## src/rtl/mm_pkg.sv

```systemverilog
// Shared types and constants for the matrix row read path.
package mm_pkg;

    typedef enum logic [1:0] {
        IDLE  = 2'd0,
        ISSUE = 2'd1,
        DRAIN = 2'd2
    } row_seq_state_t;

    localparam int unsigned OUT_FIFO_DEPTH = 2;
    localparam int unsigned OUT_FIFO_CNT_W = $clog2(OUT_FIFO_DEPTH + 1);

    // Bytes occupied by one wide row in the RAM address space.
    function automatic int unsigned row_bytes(input int unsigned data_ratio,
                                              input int unsigned data_width);
        return (data_ratio * data_width) / 8;
    endfunction

endpackage

```

## src/rtl/row_skid_fifo.sv

```systemverilog
// Two-entry output FIFO with registered head data/valid; head is the presented entry.
module row_skid_fifo
    import mm_pkg::*;
#(
    parameter int unsigned WIDTH = 257
) (
    input  logic                      clk,
    input  logic                      rst,
    input  logic                      push,
    input  logic [WIDTH-1:0]          push_data,
    input  logic                      pop,
    output logic [WIDTH-1:0]          pop_data,
    output logic                      valid,
    output logic [OUT_FIFO_CNT_W-1:0] entries
);

    logic [WIDTH-1:0]          head_q, head_d;
    logic [WIDTH-1:0]          tail_q, tail_d;
    logic [OUT_FIFO_CNT_W-1:0] entries_q, entries_d;
    logic                      valid_q, valid_d;
    logic                      pop_ok;

    assign pop_ok = pop & valid_q;

    // Head always holds the oldest entry; tail only fills when two are held.
    always_comb begin
        head_d    = head_q;
        tail_d    = tail_q;
        entries_d = entries_q;
        case ({push, pop_ok})
            2'b10: begin
                if (entries_q == '0) head_d = push_data;
                else                 tail_d = push_data;
                entries_d = entries_q + OUT_FIFO_CNT_W'(1);
            end
            2'b01: begin
                head_d    = tail_q;
                entries_d = entries_q - OUT_FIFO_CNT_W'(1);
            end
            2'b11: begin
                if (entries_q == OUT_FIFO_CNT_W'(1)) begin
                    head_d = push_data;
                end else begin
                    head_d = tail_q;
                    tail_d = push_data;
                end
            end
            default: ;
        endcase
        valid_d = (entries_d != '0);
    end

    always_ff @(posedge clk) begin
        if (rst) begin
            head_q    <= '0;
            tail_q    <= '0;
            entries_q <= '0;
            valid_q   <= 1'b0;
        end else begin
            head_q    <= head_d;
            tail_q    <= tail_d;
            entries_q <= entries_d;
            valid_q   <= valid_d;
        end
    end

    assign pop_data = head_q;
    assign valid    = valid_q;
    assign entries  = entries_q;

endmodule

```

## src/rtl/row_read_sequencer.sv

```systemverilog
// Streams a run of wide rows from the row RAM onto a valid/ready stream.
// Optional ROW_READ_SEQ_STRIDE_EN adds a per-command cmd_stride (default stride is one row).
module row_read_sequencer
    import mm_pkg::*;
#(
    parameter int unsigned DATA_RATIO = 8,
    parameter int unsigned ADDR_DEPTH = 32,
    parameter int unsigned ADDR_WIDTH = 32,
    parameter int unsigned DATA_WIDTH = 32,
    parameter int unsigned CNT_WIDTH  = 16
) (
    input  logic                             clk,
    input  logic                             rst,
    input  logic                             cmd_valid,
    output logic                             cmd_ready,
    input  logic [ADDR_WIDTH-1:0]            cmd_base_addr,
    input  logic [CNT_WIDTH-1:0]             cmd_count,
`ifdef ROW_READ_SEQ_STRIDE_EN
    input  logic [ADDR_WIDTH-1:0]            cmd_stride,
`endif
    output logic [ADDR_WIDTH-1:0]            mem_if_address,
    input  logic [DATA_RATIO*DATA_WIDTH-1:0] mem_if_read_data,
    output logic                             m_valid,
    input  logic                             m_ready,
    output logic [DATA_RATIO*DATA_WIDTH-1:0] m_data,
    output logic                             m_last,
    output logic                             done
);

    localparam int unsigned ROW_W     = DATA_RATIO * DATA_WIDTH;
    localparam int unsigned ROW_BYTES = row_bytes(DATA_RATIO, DATA_WIDTH);
    localparam int unsigned DEPTH_CHK = ADDR_DEPTH;
    localparam logic [ADDR_WIDTH-1:0] ADDR_MASK = ~ADDR_WIDTH'(ROW_BYTES - 1);

    row_seq_state_t            state_q, state_d;
    logic [CNT_WIDTH-1:0]      rem_q, rem_d;
    logic [ADDR_WIDTH-1:0]     addr_q, addr_d;
    logic [ADDR_WIDTH-1:0]     next_raw_q, next_raw_d;
    logic [ADDR_WIDTH-1:0]     stride_q, stride_d;
    logic                      in_flight_q, in_flight_d;
    logic                      in_flight_last_q, in_flight_last_d;
    logic                      done_q, done_d;

    logic [ADDR_WIDTH-1:0]     stride_in;
    logic                      accept, pop, issue, last_issue, credit_ok;
    logic [ROW_W:0]            fifo_out;
    logic                      fifo_valid;
    logic [OUT_FIFO_CNT_W-1:0] fifo_entries;

`ifdef ROW_READ_SEQ_STRIDE_EN
    assign stride_in = cmd_stride;
`else
    assign stride_in = ADDR_WIDTH'(ROW_BYTES);
`endif

    assign cmd_ready  = (state_q == IDLE);
    assign accept     = cmd_valid & cmd_ready;
    assign pop        = fifo_valid & m_ready;
    // Occupied FIFO slots plus the read still in the RAM must leave room after this cycle's pop.
    assign credit_ok  = (3'(fifo_entries) + 3'(in_flight_q)) < (3'd2 + 3'(pop));
    assign issue      = (state_q == ISSUE) & credit_ok;
    assign last_issue = issue & (rem_q == CNT_WIDTH'(1));

    always_ff @(posedge clk) begin
        if (rst) state_q <= IDLE;
        else     state_q <= state_d;
    end

    always_comb begin
        state_d = state_q;
        case (state_q)
            IDLE:    if (accept && cmd_count != '0) state_d = ISSUE;
            ISSUE:   if (last_issue)                state_d = DRAIN;
            DRAIN:   if (pop && fifo_out[ROW_W])    state_d = IDLE;
            default:                                state_d = IDLE;
        endcase
    end

    // Address walk keeps the unmasked running sum so non-aligned strides accumulate exactly.
    always_comb begin
        rem_d            = rem_q;
        addr_d           = addr_q;
        next_raw_d       = next_raw_q;
        stride_d         = stride_q;
        in_flight_d      = issue;
        in_flight_last_d = last_issue;
        done_d           = 1'b0;
        if (accept) begin
            if (cmd_count == '0) begin
                done_d = 1'b1;
            end else begin
                addr_d     = cmd_base_addr & ADDR_MASK;
                next_raw_d = cmd_base_addr + stride_in;
                stride_d   = stride_in;
                rem_d      = cmd_count;
            end
        end
        if (issue) begin
            addr_d     = next_raw_q & ADDR_MASK;
            next_raw_d = next_raw_q + stride_q;
            rem_d      = rem_q - CNT_WIDTH'(1);
        end
        if (pop && fifo_out[ROW_W]) done_d = 1'b1;
    end

    always_ff @(posedge clk) begin
        if (rst) begin
            rem_q            <= '0;
            addr_q           <= '0;
            next_raw_q       <= '0;
            stride_q         <= ADDR_WIDTH'(ROW_BYTES);
            in_flight_q      <= 1'b0;
            in_flight_last_q <= 1'b0;
            done_q           <= 1'b0;
        end else begin
            rem_q            <= rem_d;
            addr_q           <= addr_d;
            next_raw_q       <= next_raw_d;
            stride_q         <= stride_d;
            in_flight_q      <= in_flight_d;
            in_flight_last_q <= in_flight_last_d;
            done_q           <= done_d;
        end
    end

    row_skid_fifo #(
        .WIDTH (ROW_W + 1)
    ) u_out_fifo (
        .clk       (clk),
        .rst       (rst),
        .push      (in_flight_q),
        .push_data ({in_flight_last_q, mem_if_read_data}),
        .pop       (pop),
        .pop_data  (fifo_out),
        .valid     (fifo_valid),
        .entries   (fifo_entries)
    );

    assign mem_if_address = addr_q;
    assign m_valid        = fifo_valid;
    assign m_data         = fifo_out[ROW_W-1:0];
    assign m_last         = fifo_out[ROW_W];
    assign done           = done_q;

    if (DEPTH_CHK == 0) begin : g_bad_depth
        $error("ADDR_DEPTH must be nonzero");
    end

endmodule

```

## config.mk

```make
export PLATFORM = sky130hd
export DESIGN_NAME = row_read_sequencer
export DESIGN_NICKNAME = d
export VERILOG_FILES = /design/src/rtl/mm_pkg.sv /design/src/rtl/row_skid_fifo.sv /design/src/rtl/row_read_sequencer.sv
export SDC_FILE = /design/constraint.sdc
export NUM_CORES = 1
export LEC_CHECK = 0
export ABC_CLOCK_PERIOD_IN_PS = 11100
export BUFFER_PORTS_ARGS = -buffer_cell sky130_fd_sc_hd__buf_2
export CAP_MARGIN = 20
export CORE_AREA = 2 2 233 235
export CTS_CLUSTER_DIAMETER = 100
export DETAILED_ROUTE_END_ITERATION = 8
export DIE_AREA = 0 0 235 237
export GPL_TIMING_DRIVEN = 0
export PLACE_DENSITY = 0.84
export SLEW_MARGIN = 30
export SYNTH_ARGS = -nofsm -noshare
export SYNTH_HDL_FRONTEND = slang
export SYNTH_HIERARCHICAL = 1
export SYNTH_SLANG_ARGS = --single-unit
```

## constraint.sdc

```tcl
create_clock -name clk -period 11.1 [get_ports clk]
set_input_delay 1.11 -clock clk [delete_from_list [all_inputs] [get_ports clk]]
set_output_delay 1.11 -clock clk [all_outputs]
set_load 0.01 [all_outputs]
```

==> impl_metrics.xml, run 1 <==
<?xml version="1.0" encoding="UTF-8"?>
<metrics>
  <group name="clock_network">
    <metric name="numCtsBuffers" unit="">60</metric>
    <metric name="max-clock-path-buffers" unit="">3</metric>
    <metric name="cts_repair_resize_count" unit="">0</metric>
    <metric name="clock-root-buffer" unit="">clkbuf_16</metric>
    <metric name="cts.hold.buffers_added" unit="">0</metric>
    <metric name="worst_setup_hold_path_clk_slew" unit="ns">0.06</metric>
    <metric name="postCtsSetupRepairBufs" unit="">0</metric>
    <metric name="count_of_clock_tree_sinks" unit="">592</metric>
    <metric name="ctsHtreeMaxLevel" unit="">2</metric>
    <metric name="clock_latency" unit="ns">0.61</metric>
    <metric name="tritoncts_clock_tree" unit="">done</metric>
  </group>
  <group name="placement">
    <metric name="dpl_cell_area" unit="µm²">29300</metric>
    <metric name="gp_routability_congestion" unit="">0.996</metric>
    <metric name="port_buffers" unit="">584</metric>
    <metric name="dp.final_hpwl" unit="mm">65.7</metric>
  </group>
  <group name="sta">
    <metric name="setup_viol_count_final" unit="">0</metric>
    <metric name="minimum_period_implied_by_the_final_worst_setup_slack" unit="ns">4.81</metric>
    <metric name="slew_viol_final" unit="">0</metric>
    <metric name="rsz_0062_raised_after_global_routing" unit="">no</metric>
    <metric name="worst-slew-pin-transition" unit="ns">1.02</metric>
    <metric name="max-slew-margin-rel" unit="">0.321</metric>
    <metric name="achievable-frequency" unit="MHz">208</metric>
    <metric name="worst_clock_skew" unit="ns">0.0143</metric>
    <metric name="finalCritPeriodShare" unit="">0.434</metric>
    <metric name="setup_total_negative_slack" unit="ns">0</metric>
    <metric name="hold_violations" unit="">0</metric>
  </group>
  <group name="setup_path">
    <metric name="cp_cell_sequence" unit="">ha_1, ha_1, or3b_1, buf_6, a21oi_2, buf_2, buf_2, nand2_1, nand2_1, ha_1, nand4_1, a2111oi_4, a21oi_1, a21oi_1, mux2_2, a21oi_1</metric>
    <metric name="category_of_the_worst_setup_path_launch_point" unit="">flip-flop</metric>
    <metric name="cp-end-kind" unit="">flip-flop</metric>
    <metric name="cp_max_fo" unit="">10</metric>
    <metric name="criticalPathCategory" unit="">reg -&gt; reg</metric>
    <metric name="critPathArrivalTime" unit="ns">5.35</metric>
    <metric name="slowest_stage_cell_cp" unit="">a2111oi_4</metric>
    <metric name="cp_data_required_time" unit="ns">11.63</metric>
    <metric name="r2r_start" unit="">in_flight_q$_SDFF_PP0_</metric>
    <metric name="reg2reg_depth" unit="">16</metric>
    <metric name="worst_path_largest_cell_delay" unit="ns">0.52</metric>
    <metric name="slack_of_the_worst_reg_to_reg_path" unit="ns">6.29</metric>
    <metric name="r2r_end" unit="">next_raw_q[23]$_SDFFE_PP0P_</metric>
  </group>
  <group name="grt">
    <metric name="global_route_wire_length_before_repair" unit="mm">135</metric>
    <metric name="maximum_number_of_pins_on_one_net_before_global_route_repair" unit="">16</metric>
    <metric name="number_of_antenna_violations_at_the_first_check_in_global_routing" unit="">41</metric>
    <metric name="grt_pass1_vias" unit="">23600</metric>
    <metric name="grt_usage" unit="">0.304</metric>
    <metric name="grt_remaining_overflow" unit="">0</metric>
  </group>
  <group name="detailed_routing">
    <metric name="via_cell_ratio" unit="">5.80</metric>
    <metric name="via_count" unit="">25500</metric>
    <metric name="final_antenna_net_count" unit="">0</metric>
    <metric name="met2_wirelength" unit="mm">41.6</metric>
    <metric name="met1_routed_length" unit="mm">34.8</metric>
    <metric name="highest_layer" unit="">met5</metric>
    <metric name="wl_met3" unit="mm">8.32</metric>
    <metric name="initial_drt_pass_iterations" unit="">6</metric>
    <metric name="post_route_wl" unit="mm">89.1</metric>
    <metric name="number_of_remaining_drc_errors" unit="">0</metric>
    <metric name="wl_per_cell" unit="µm">20.3</metric>
    <metric name="drt-initial-drc-count" unit="">2706</metric>
  </group>
  <group name="pwr">
    <metric name="power.static_leakage" unit="nW">12.7</metric>
    <metric name="ir_drop" unit="µV">130</metric>
    <metric name="power_density" unit="nW/µm²">161</metric>
  </group>
  <group name="logic_synthesis">
    <metric name="ys_async_sr_fraction" unit="">0</metric>
    <metric name="yosys_warnings" unit="">6</metric>
    <metric name="synth_sequential_area_ratio" unit="">0.465</metric>
    <metric name="xor_and_xnor_fraction_of_the_mapped_netlist_area" unit="">0.000687</metric>
    <metric name="yosys.area_share.simple" unit="">0.269</metric>
    <metric name="synth_compound_gate_area_share" unit="">0.192</metric>
    <metric name="synth.top_cells.by_count" unit="">597 x nand2_1, 592 x dfxtp_1, 340 x nor2_1</metric>
    <metric name="number_of_synthesized_flops_with_an_enable_pin" unit="">0</metric>
    <metric name="syn_area_per_cell" unit="µm²">8.58</metric>
    <metric name="synth_top_cells_by_area" unit="">dfxtp_1 46%, nand2_1 8.8%, nor3_2 8.7%</metric>
    <metric name="ys_types" unit="">75</metric>
    <metric name="post_synth_fa_ha_maj_area_fraction" unit="">0.00589</metric>
    <metric name="muxShareOfSynthArea" unit="">0.00903</metric>
    <metric name="register_bit_total_from_synthesis" unit="">592</metric>
    <metric name="synth_cells" unit="">2971</metric>
    <metric name="netlist.area_leader.share" unit="">0.465</metric>
    <metric name="most_common_flop_cell_mapped_by_yosys" unit="">dfxtp_1</metric>
    <metric name="synthMostInstantiatedCell" unit="">nand2_1</metric>
    <metric name="synth_top_area_cell" unit="">dfxtp_1</metric>
    <metric name="synth.cell_area" unit="µm²">25500</metric>
    <metric name="synth_top_family_by_area" unit="">simple AND/OR/NAND/NOR gates</metric>
  </group>
  <group name="hold_path">
    <metric name="hold_path_depth" unit="">2</metric>
    <metric name="hold-path-endpoint" unit="">u_out_fifo/tail_q[25]$_SDFFE_PP0P_</metric>
    <metric name="class_of_the_worst_hold_path" unit="">reg -&gt; reg</metric>
    <metric name="min-delay-start" unit="">u_out_fifo/tail_q[25]$_SDFFE_PP0P_</metric>
  </group>
  <group name="layout">
    <metric name="fillCellCount" unit="">4628</metric>
    <metric name="finalNetCount" unit="">3941</metric>
    <metric name="area.growth.synth_to_final" unit="%">23.0</metric>
    <metric name="drive_gt1_frac" unit="">0.305</metric>
    <metric name="non_filler_cell_area_final" unit="µm²">31400</metric>
  </group>
  <group name="floorplanning">
    <metric name="die_area" unit="µm²">55700</metric>
    <metric name="core_area" unit="µm²">53300</metric>
    <metric name="die_x" unit="µm">235</metric>
    <metric name="die-height" unit="µm">237</metric>
    <metric name="ioPinCount" unit="">600</metric>
    <metric name="placementRows" unit="">85</metric>
    <metric name="floorplan.initialDensity" unit="">0.479</metric>
  </group>
  <group name="run_status">
    <metric name="run_status" unit="">finished, final reports clean</metric>
  </group>
  <group name="flow_run">
    <metric name="count_of_maximum_capacitance_violations" unit="">0</metric>
  </group>
</metrics>
## how the worst max path moves through the flow
| stage | startpoint | depth (start not counted) | end | slack (ns) |
|---|---|---|---|---|
| floorplan | m_ready | 13 | next_raw_q[23]$_SDFFE_PP0P_ | 7.30 |
| global placement | m_ready | 14 | next_raw_q[23]$_SDFFE_PP0P_ | 6.11 |
| detailed placement | m_ready | 14 | next_raw_q[23]$_SDFFE_PP0P_ | 6.10 |
| CTS | u_out_fifo/entries[0]$_SDFF_PP0_ | 16 | next_raw_q[23]$_SDFFE_PP0P_ | 6.44 |
| global route | u_out_fifo/entries[0]$_SDFF_PP0_ | 14 | next_raw_q[23]$_SDFFE_PP0P_ | 6.10 |
| finish | in_flight_q$_SDFF_PP0_ | 16 | next_raw_q[23]$_SDFFE_PP0P_ | 6.29 |
## layout make-up
class | instances | area [µm²] | area share
timing repair buffer | 584 | 2920 | 0.0932
clock inverter | 23 | 234 | 0.00746
buffer | 285 | 1440 | 0.0458
clock buffer | 86 | 1720 | 0.0549
tap | 696 | 871 | 0.0278
inverter | 16 | 60.1 | 0.00192
multi-input combinational | 2082 | 12200 | 0.388
antenna | 36 | 90.1 | 0.00287
sequential | 592 | 11900 | 0.378
## critical path, delay by kind of cell (launching register included)
kind            cells  cell delay [ns]
fa+ha+maj           3             0.72
compound gates      5             1.66
simple gates        4             0.77
buf+inv             3             0.83
flops               1             0.36
mux                 1             0.38
## cells in the final DEF, fill, tap and decap left out, types with 18 or more instances in the layout
cell and count:
buf_2 722, nand2_1 597, dfxtp_1 592, nor2_1 340, a21oi_1 299, a221oi_1 249
nor3_2 221, clkbuf_1 111, nor3_1 65, clkbuf_16 61, diode_2 36, buf_4 34
nand4_1 31, nand3_1 28, o21ai_0 21, a311oi_1 18
## routing by layer
layer / vias up / track usage
li1: 11900 / -
met1: 11900 / 0.379
met2: 1394 / 0.492
met3: 273 / 0.0689
met4: 10 / 0.157
met5: - / 0
## through the flow
stage,instances,hold slack [ns],util,setup WS [ns],total power [mW]
final,4400,0.454,0.588,6.29,5.05
after global routing,4396,0.469,0.588,6.10,5.24
after CTS,4364,0.455,0.587,6.44,5.06
after detailed placement,4255,0.447,0.550,6.10,3.06
after global placement,4255,0.441,0.550,6.11,3.05
after floorplan,2975,0.432,-,7.30,2.77
## logic make-up after synthesis
| kind of cell | after synthesis |
|---|---|
| DFF | 592 |
| xor gates and xnor gates | 2 |
| and+or+nand+nor | 1349 |
| muxes | 22 |
| AOI/OAI and AO/OA | 692 |
| other | 1 |
| buffers and inverters | 301 |
| adders and majority gates | 12 |
## power breakdown
part           switching, mW  internal [mW]  total [mW]
sequential            0.0792           2.25        2.33
combinational          0.447          0.258       0.705
clock                  0.863           1.15        2.01
total                   1.39           3.66        5.05
## state kept, by name (all words and copies together), names as in the netlist
signal	flops
u_out_fifo/valid	1
in_flight_last_q	1
next_raw_q	27
u_out_fifo/entries	2
u_out_fifo/pop_data	257
mem_if_address	27
state_q	2
rem_q	16
done	1
u_out_fifo/tail_q	257
in_flight_q	1
No activity file was read; power rests on OpenSTA's default activity.
==> run 2, diff against run 1 <==
ABC_AREA = 1   (was default)
ABC_CLOCK_PERIOD_IN_PS = 4700   (was 11100)
CORE_AREA = default   (was 2 2 233 235)
CORE_MARGIN = 2   (was default)
CORE_UTILIZATION = 55   (was default)
DIE_AREA = default   (was 0 0 235 237)
PLACE_DENSITY = 0.91   (was 0.84)
clock period = 4.7 ns   (was 11.1 ns; I/O delays follow)
==> run 2 against run 1 <==
Clock skew increased by 0.015 ns. Via count up 26%. Synthesized cell count up 42%. Critical path depth is 1 lower. Sequential power rose by 140%. Critical path type unchanged. Highest routed layer unchanged.
==> impl_metrics.xml, run 2 <==
<?xml version="1.0" encoding="UTF-8"?>
<metrics>
  <group name="logic_synthesis">
    <metric name="ys_async_sr_fraction" unit="">0</metric>
    <metric name="yosys_warnings" unit="">6</metric>
    <metric name="synth_sequential_area_ratio" unit="">0.413</metric>
    <metric name="number_of_synthesized_flops_with_an_enable_pin" unit="">0</metric>
    <metric name="ys_types" unit="">42</metric>
    <metric name="most_common_flop_cell_mapped_by_yosys" unit="">dfxtp_1</metric>
    <metric name="synth.top_cells.by_count" unit="">1,012 x nand2_1, 792 x nand3_1, 637 x nor2_1</metric>
    <metric name="post_synth_fa_ha_maj_area_fraction" unit="">0.00524</metric>
    <metric name="synth_top_cells_by_area" unit="">dfxtp_1 41%, nand3_1 14%, nand2_1 13%</metric>
    <metric name="muxShareOfSynthArea" unit="">0.000349</metric>
    <metric name="synth_compound_gate_area_share" unit="">0.0690</metric>
    <metric name="xor_and_xnor_fraction_of_the_mapped_netlist_area" unit="">0.00153</metric>
    <metric name="synth_top_family_by_area" unit="">simple AND/OR/NAND/NOR gates</metric>
    <metric name="netlist.area_leader.share" unit="">0.413</metric>
    <metric name="synth_top_area_cell" unit="">dfxtp_1</metric>
    <metric name="syn_area_per_cell" unit="µm²">6.80</metric>
    <metric name="yosys.area_share.simple" unit="">0.435</metric>
    <metric name="synth_cells" unit="">4216</metric>
    <metric name="register_bit_total_from_synthesis" unit="">592</metric>
    <metric name="synth.cell_area" unit="µm²">28700</metric>
    <metric name="synthMostInstantiatedCell" unit="">nand2_1</metric>
  </group>
  <group name="placement">
    <metric name="port_buffers" unit="">589</metric>
    <metric name="dp.final_hpwl" unit="mm">73.2</metric>
    <metric name="gp_routability_congestion" unit="">1.00</metric>
  </group>
  <group name="setup_path">
    <metric name="r2r_start" unit="">in_flight_q$_SDFF_PP0_</metric>
    <metric name="criticalPathCategory" unit="">reg -&gt; reg</metric>
    <metric name="slowest_stage_cell_cp" unit="">dfxtp_1</metric>
    <metric name="cp_num_buf_inv" unit="">1</metric>
    <metric name="r2r_end" unit="">next_raw_q[23]$_SDFFE_PP0P_</metric>
    <metric name="reg2reg_depth" unit="">15</metric>
    <metric name="critPathMostFrequentCell" unit="">nand2_1</metric>
    <metric name="category_of_the_worst_setup_path_launch_point" unit="">flip-flop</metric>
    <metric name="cp_top_family" unit="">simple AND/OR/NAND/NOR gates</metric>
    <metric name="worst_path_largest_cell_delay" unit="ns">0.36</metric>
    <metric name="cp_max_fo" unit="">10</metric>
    <metric name="critPathLaunch" unit="">in_flight_q$_SDFF_PP0_</metric>
    <metric name="slack_of_the_worst_reg_to_reg_path" unit="ns">1.93</metric>
    <metric name="cp_data_required_time" unit="ns">5.21</metric>
    <metric name="cp-end-kind" unit="">flip-flop</metric>
    <metric name="critPathArrivalTime" unit="ns">3.28</metric>
    <metric name="cp_cell_sequence" unit="">ha_1, ha_1, nand2_1, nand2_2, clkinv_1, nand2_1, nand2_1, ha_1, nand3_2, nor2_4, nand2_2, nor2_4, nand2_1, nor2_1, nor3_2</metric>
  </group>
  <group name="clock_network">
    <metric name="clock-root-buffer" unit="">clkbuf_16</metric>
    <metric name="clock_latency" unit="ns">0.63</metric>
    <metric name="numCtsBuffers" unit="">61</metric>
    <metric name="cts.hold.buffers_added" unit="">0</metric>
    <metric name="cts_repair_resize_count" unit="">0</metric>
    <metric name="tritoncts_clock_tree" unit="">done</metric>
    <metric name="worst_setup_hold_path_clk_slew" unit="ns">0.06</metric>
    <metric name="max-clock-path-buffers" unit="">3</metric>
    <metric name="count_of_clock_tree_sinks" unit="">592</metric>
    <metric name="ctsHtreeMaxLevel" unit="">2</metric>
    <metric name="postCtsSetupRepairBufs" unit="">0</metric>
  </group>
  <group name="pwr">
    <metric name="seqPwrFrac" unit="">0.446</metric>
    <metric name="power_density" unit="nW/µm²">361</metric>
    <metric name="p_sw" unit="mW">3.57</metric>
    <metric name="power.clock.fraction" unit="">0.379</metric>
    <metric name="comb_power_share" unit="">0.175</metric>
    <metric name="ir_drop" unit="µV">318</metric>
    <metric name="power.static_leakage" unit="nW">16.3</metric>
    <metric name="post-layout-total-power" unit="mW">12.4</metric>
    <metric name="internal_power" unit="mW">8.88</metric>
    <metric name="fraction_of_power_spent_switching_nets" unit="">0.287</metric>
  </group>
  <group name="layout">
    <metric name="fillCellCount" unit="">4386</metric>
    <metric name="area.growth.synth_to_final" unit="%">20.4</metric>
    <metric name="finalNetCount" unit="">5192</metric>
    <metric name="drive_gt1_frac" unit="">0.201</metric>
    <metric name="final_common_cell" unit="">nand2_1</metric>
    <metric name="fin_util" unit="">0.672</metric>
    <metric name="layout.cells.most_common_list" unit="">1,012 x nand2_1, 837 x buf_2, 792 x nand3_1</metric>
  </group>
  <group name="detailed_routing">
    <metric name="via_cell_ratio" unit="">5.72</metric>
    <metric name="number_of_remaining_drc_errors" unit="">0</metric>
    <metric name="post_route_wl" unit="mm">102</metric>
    <metric name="initial_drt_pass_iterations" unit="">6</metric>
    <metric name="final_antenna_net_count" unit="">0</metric>
    <metric name="drt-initial-drc-count" unit="">3340</metric>
    <metric name="wl_per_cell" unit="µm">18.1</metric>
    <metric name="via_count" unit="">32300</metric>
  </group>
  <group name="grt">
    <metric name="grt_usage" unit="">0.358</metric>
    <metric name="number_of_antenna_violations_at_the_first_check_in_global_routing" unit="">54</metric>
    <metric name="global_route_wire_length_before_repair" unit="mm">154</metric>
    <metric name="maximum_number_of_pins_on_one_net_before_global_route_repair" unit="">16</metric>
    <metric name="grt_remaining_overflow" unit="">0</metric>
    <metric name="grt_pass1_vias" unit="">29100</metric>
  </group>
  <group name="sta">
    <metric name="worst-slew-pin-transition" unit="ns">0.938</metric>
    <metric name="rsz_0062_raised_after_global_routing" unit="">no</metric>
    <metric name="slew_viol_final" unit="">0</metric>
    <metric name="setup_total_negative_slack" unit="ns">0</metric>
    <metric name="minimum_period_implied_by_the_final_worst_setup_slack" unit="ns">2.77</metric>
    <metric name="worst_clock_skew" unit="ns">0.0291</metric>
    <metric name="finalCritPeriodShare" unit="">0.589</metric>
    <metric name="max-slew-margin-rel" unit="">0.375</metric>
    <metric name="achievable-frequency" unit="MHz">361</metric>
    <metric name="setup_viol_count_final" unit="">0</metric>
    <metric name="hold_violations" unit="">0</metric>
  </group>
  <group name="run_status">
    <metric name="run_status" unit="">finished, final reports clean</metric>
  </group>
  <group name="hold_path">
    <metric name="min-delay-start" unit="">mem_if_read_data[187]</metric>
    <metric name="hold_path_depth" unit="">3</metric>
    <metric name="class_of_the_worst_hold_path" unit="">in -&gt; reg</metric>
    <metric name="hold-path-endpoint" unit="">u_out_fifo/tail_q[187]$_SDFFE_PP0P_</metric>
  </group>
  <group name="floorplanning">
    <metric name="die_x" unit="µm">232</metric>
    <metric name="floorplan.initialDensity" unit="">0.558</metric>
    <metric name="placementRows" unit="">83</metric>
    <metric name="ioPinCount" unit="">600</metric>
    <metric name="core_area" unit="µm²">51400</metric>
    <metric name="die_area" unit="µm²">54000</metric>
    <metric name="die-height" unit="µm">232</metric>
  </group>
  <group name="flow_run">
    <metric name="count_of_maximum_capacitance_violations" unit="">0</metric>
  </group>
</metrics>
==> run 2: changes by cell type in the layout (fill, tap and decap cells not counted), moves of 21 or more <==
cell      previous run  this run
buf_4               34        12
nor3_2             221         1
nor2_1             340       637
o21ai_0             21        67
a221oi_1           249         0
inv_1               16        87
nand3_1             28       792
nand2_1            597      1012
buf_2              722       837
nor3_1              65         6
nand4_1             31         4
nand3b_1             5       269
buf_1                7        28
==> run 2: metal layers <==
metal	routed length [µm]	global-route usage	share of wire
met5	115	0	0.0011
met4	5920	0.224	0.058
met3	11200	0.0878	0.11
met2	46400	0.561	0.45
met1	38400	0.442	0.38
==> run 2: worst max-delay path by stage <==
stage / endpoint / slack (ns) / depth (start not counted)
6_report: next_raw_q[23]$_SDFFE_PP0P_ / 1.93 / 15
5_1_grt: next_raw_q[23]$_SDFFE_PP0P_ / 1.78 / 14
4_1_cts: in_flight_last_q$_SDFF_PP0_ / 1.97 / 9
3_5_place_dp: in_flight_last_q$_SDFF_PP0_ / 2.00 / 9
3_3_place_gp: next_raw_q[23]$_SDFFE_PP0P_ / 2.04 / 15
2_1_floorplan: next_raw_q[23]$_SDFFE_PP0P_ / 2.45 / 14
==> run 2: tightest hold or removal path, cell delays in order <==
cell,delay (ns)
buf_2,0.10
nand3_1,0.07
a21oi_1,0.06
==> run 2: cell families after synthesis <==
family	Yosys count
fa+ha+maj	12
compound gates	378
buf+inv	469
xor+xnor	5
simple gates	2758
flops	592
other cells	1
mux	1
==> run 2: stage by stage <==
step	setup slack, ns	hold WS, ns	cell area, µm²	std cells
finish	1.93	0.116	34500	5643
detailed placement	2.00	0.452	32500	5489
CTS	1.97	0.0879	34400	5594
global route	1.78	0.115	34500	5634
floorplan	2.45	0.439	28700	4220
global placement	2.04	0.447	32500	5489
==> run 2: power by group through the flow <==
stage,logic (mW),registers (mW),clock network [mW]
3_3_place_gp,2.07,5.64,0
2_1_floorplan,1.25,5.71,0
5_1_grt,2.38,5.58,4.97
4_1_cts,2.13,5.54,4.74
6_report,2.18,5.55,4.72
3_5_place_dp,2.11,5.65,0
==> run 2: area by class of cell <==
class / count / area, µm² / area share
clock buffers: 87 / 1730 / 0.0500
multi-input cells: 3159 / 14700 / 0.425
well taps: 680 / 851 / 0.0246
diodes: 49 / 123 / 0.00355
clock inverters: 18 / 185 / 0.00536
flip-flops and latches: 592 / 11900 / 0.343
inverters: 95 / 357 / 0.0103
plain buffers: 374 / 1800 / 0.0521
repair buffers: 589 / 2950 / 0.0854
